File: src/rtl/run_detect_param.sv
// Run-length detector: flags when the last RUN_LEN accepted symbols are equal.
// Tracks the current run symbol and length, pulses z one clock after each
// qualifying sample and counts (saturating) the runs that reached RUN_LEN.
module run_detect_param #(
  parameter int unsigned WIDTH   = 1,
  parameter int unsigned RUN_LEN = 4,
  parameter int unsigned CNT_W   = 8
) (
  input  logic                               clk,
  input  logic                               rst,
  input  logic                               clr,
  input  logic [WIDTH-1:0]                   w,
  input  logic                               w_valid,
  input  logic [1:0]                         mode,
  output logic                               z,
  output logic [WIDTH-1:0]                   z_sym,
  output logic [$clog2(RUN_LEN+1)-1:0]       run_len,
  output logic [CNT_W-1:0]                   hit_cnt
);

  localparam int unsigned          LEN_W   = $clog2(RUN_LEN + 1);
  localparam logic [LEN_W-1:0]     RUN_MAX = LEN_W'(RUN_LEN);

  typedef enum logic {
    IDLE,
    RUN
  } state_t;

  state_t               state, state_n;
  logic                 z_n;
  logic [WIDTH-1:0]     z_sym_n;
  logic [LEN_W-1:0]     run_len_n;
  logic [CNT_W-1:0]     hit_cnt_n;
  logic [LEN_W-1:0]     cnt_n;
  logic                 new_run;
  logic                 permit;
  logic                 qual;
  logic                 reached;

  // State and output registers; reset clears everything immediately.
  always_ff @(posedge clk or negedge rst) begin
    if (!rst) begin
      state   <= IDLE;
      z       <= 1'b0;
      z_sym   <= '0;
      run_len <= '0;
      hit_cnt <= '0;
    end else begin
      state   <= state_n;
      z       <= z_n;
      z_sym   <= z_sym_n;
      run_len <= run_len_n;
      hit_cnt <= hit_cnt_n;
    end
  end

  // Next-state logic: clear beats an accepted sample, otherwise hold.
  always_comb begin
    state_n   = state;
    z_n       = 1'b0;
    z_sym_n   = z_sym;
    run_len_n = run_len;
    hit_cnt_n = hit_cnt;
    cnt_n     = run_len;
    new_run   = 1'b0;
    permit    = 1'b0;
    qual      = 1'b0;
    reached   = 1'b0;

    if (clr) begin
      state_n   = IDLE;
      run_len_n = '0;
      hit_cnt_n = '0;
    end else if (w_valid) begin
      new_run = (state == IDLE) || (w != z_sym);

      if (new_run) begin
        cnt_n = LEN_W'(1);
      end else if (run_len == RUN_MAX) begin
        cnt_n = RUN_MAX;
      end else begin
        cnt_n = run_len + LEN_W'(1);
      end

      case (mode)
        2'b00:   permit = 1'b1;
        2'b01:   permit = (w == '1);
        2'b10:   permit = (w == '0);
        default: permit = 1'b0;
      endcase

      qual = (cnt_n == RUN_MAX) && permit;
      // Count a hit only on the sample that first brings the run to RUN_LEN;
      // a saturated run continuing with equal symbols is not a new hit.
      reached = new_run || (run_len != RUN_MAX);

      state_n   = RUN;
      z_sym_n   = w;
      run_len_n = cnt_n;
      z_n       = qual;
      if (qual && reached && (hit_cnt != '1)) begin
        hit_cnt_n = hit_cnt + CNT_W'(1);
      end
    end
  end

endmodule

File: config.mk
export PLATFORM = sky130hd
export DESIGN_NAME = run_detect_param
export DESIGN_NICKNAME = d
export VERILOG_FILES = /design/src/rtl/run_detect_param.sv
export SDC_FILE = /design/constraint.sdc
export NUM_CORES = 1
export LEC_CHECK = 0
export BUFFER_PORTS_ARGS = -buffer_cell sky130_fd_sc_hd__buf_2
export CAP_MARGIN = 20
export CORE_MARGIN = 3
export CORE_UTILIZATION = 50
export CTS_CLUSTER_SIZE = 30
export DETAILED_ROUTE_END_ITERATION = 6
export MAX_ROUTING_LAYER = met4
export PLACE_DENSITY_LB_ADDON = 0.08
export SLEW_MARGIN = 15
export SYNTH_ARGS = -nofsm -noshare
export SYNTH_HDL_FRONTEND = slang
export SYNTH_SLANG_ARGS = --single-unit
File: constraint.sdc
create_clock -name clk -period 2.9 [get_ports clk]
set_clock_uncertainty 0.2 [all_clocks]
set_input_delay 0.29 -clock clk [delete_from_list [all_inputs] [get_ports clk]]
set_output_delay 0.29 -clock clk [all_outputs]
set_load 0.005 [all_outputs]
==> flow_summary.ini <==
[synth]
ys_types = 27
postSynthAreaPerCell_um2 = 9.65
ys_seq_area_share_pct = 45.4
syn_inst = 80
ys_ff_latch = 14
synth.area.top_cells = dfrtp_1 45%, a21oi_1 5.8%, ha_1 4.9%
yosysTopAreaCellShare_pct = 45.4
synth_top_cell_by_area = dfrtp_1
syn_area_um2 = 772
syn_nets = 90
ys.warnings.count = 0

[floorplan]
rows = 13
coreArea_um2 = 1370
dieArea_um2 = 2050
start_util_pct = 56.5
die-height_um = 45.3
die_w_um = 45.3
num_io_pins = 20

[sta]
period_minus_slack_ps = 2410
min_period_over_period_pct = 83.1
max-slew-margin-rel_pct = 79.3
worstMarginPinSlew_ps = 310
finalSetupViolCount = 0
rsz0062_at_grt = false
hold_viol = 0
clock.fmax_ghz = 0.415
maxSlewViolCount = 0
tns_ps = 0

[detailed_routing]
wl_um = 1560
first_iter_violations = 24
wl_per_cell_um = 13.6
remaining_drc_errors = 0
firstDrtPassIters = 4
vias = 650
final_antenna_net_count = 0
routed_via_density = 5.65

[setup_path]
crit_arrival_ps = 2420
critPathMaxFanout = 12
rr_worst_depth = 7
cpMaxStageDelayCell = or4_1
path_cells = inv_1, ha_1, or3b_1, a21oi_2, nand3_2, or4_1, a21oi_1
cp-end-kind = flop
cp.required_ps = 2910
cp-start-kind = flop
critPathKind = reg -> reg
critPathMaxStageDelay_ps = 450

[clocking]
cts_tree = yes
cts_buffer_depth = 2
post_cts_buffers = 0
cts_htree_levels = 1
clk_pin_slew_ps = 80
clk_latency_ps = 280
cts.sinks = 14
cts-buffers-inserted = 3
cts_root_buf = clkbuf_4
cts_hold_buf = 1
cts-resized-gates = 0

[placement]
dpl.hpwl_um = 1100
post_dp_cell_area_um2 = 867
io_buffer_count = 19
gp_congestion = 0.842

[worst_hold_path]
hold_class = in -> reg
hold_depth = 2

[job]
max-cap-violations = 0

[finish]
n_antenna_cell = 0
layout_commonest_cell = buf_2
area_growth_pct = 16.5
fin_util_pct = 65.8
final_cell_mix = 19 x buf_2, 14 x dfrtp_1, 9 x a21oi_1, 6 x nand2_1, 6 x nor2_1
drive_above_1_share_pct = 26.0
finalInstanceArea_um2 = 900
nets = 112

[power]
combinationalPowerShare_pct = 10.8
power_density_nw_per_um2 = 392
internal-power_mw = 0.265
pwr-share-seq_pct = 57.8
clock_power_share_pct = 31.4
max-vdd-ir-drop_v = 0.000251
p_sw_mw = 0.0877
swShare_pct = 24.9
p_leak_nw = 0.421

[global_routing]
grt_pass1_vias = 526
grt_max_degree = 15
grt_util_all_layers_pct = 16.8
overflow = 0
grt_pass1_wl_um = 2430
antenna_found_initial = 0

[outcome]
outcome = complete, no violations
==> worst max-delay path, delay by kind of cell (launching register included) <==
kind	cells	cell delay [ps]
compound gates	2	330
flops	1	420
fa+ha+maj	1	230
buf+inv	1	90
simple gates	3	1070
==> per-stage QoR <==
| step | power, mW | hold slack [ps] | setup WS [ps] | std cells |
|---|---|---|---|---|
| after floorplan | 0.229 | -206 | 634 | 80 |
| after global placement | 0.244 | -0.493 | 598 | 111 |
| after detailed placement | 0.245 | 0.00733 | 521 | 111 |
| final | 0.352 | 89.2 | 491 | 115 |
| after CTS | 0.355 | 89.8 | 497 | 115 |
| after global routing | 0.362 | 103 | 296 | 115 |
==> final timing paths <==
check	startpoint	end	slack, ps
min in group asynchronous	rst	hit_cnt[7]	220
hold reg to reg	state	state	320
setup / recovery	run_len[0]	hit_cnt[5]	490
hold / removal	w	z_sym	90
max in group asynchronous	rst	run_len[2]	2040
setup reg to reg	run_len[0]	hit_cnt[5]	490
==> sequential cells by signal, summed over array words and instances, names as in the netlist <==
name,flops
state,1
hit_cnt,8
run_len,3
z,1
z_sym,1
==> cell type report <==
class	count	area [µm²]
Clock buffer	3	22.5
Fill cell	122	467
Tap cell	15	18.8
Timing Repair Buffer	20	105
Multi-Input combinational cell	60	392
Inverter	3	11.3
Sequential cell	14	350
==> power groups by stage <==
| stage | sequential [mW] | clock [mW] | combinational [mW] |
|---|---|---|---|
| finish | 0.204 | 0.111 | 0.0380 |
| global route | 0.204 | 0.116 | 0.0418 |
| CTS | 0.204 | 0.113 | 0.0385 |
| detailed placement | 0.208 | 0 | 0.0372 |
| global placement | 0.207 | 0 | 0.0366 |
| floorplan | 0.207 | 0 | 0.0212 |
==> Yosys cell counts <==
cell type  instances
dfrtp_1           14
o31ai_1            3
inv_1              3
or3b_1             1
nand4_1            3
a21oi_1            9
nand3_1            3
a311oi_1           1
mux2i_1            2
mux2_2             1
a21oi_2            1
xor2_1             2
a211oi_1           1
o21ai_0            4
nand3_2            1
or3_1              3
and4b_4            1
xnor2_1            1
and2_1             1
ha_1               3
nor2b_1            1
clkbuf_1           2
nor2_1             6
nand2_1            6
or4_1              3
buf_6              1
nand2b_1           3
==> per-layer routing <==
layer | up-vias | global-route usage, % | routed length, µm
li1 | 331 | - | -
met1 | 296 | 24.4 | 784
met2 | 21 | 22.3 | 672
met3 | 2 | 2.39 | 88
met4 | 0 | 8.77 | 17
met5 | - | - | 0
==> logic make-up after synthesis <==
group / count (synthesis) / synth area share [%]
and+or+nand+nor: 32 / 23.8
DFF: 14 / 45.4
adders and majority gates: 3 / 4.86
xor gates and xnor gates: 3 / 3.40
AOI/OAI and AO/OA: 19 / 14.6
muxes: 3 / 4.05
buffers and inverters: 6 / 3.89
Note: power is estimated with default switching activity, not from simulation.
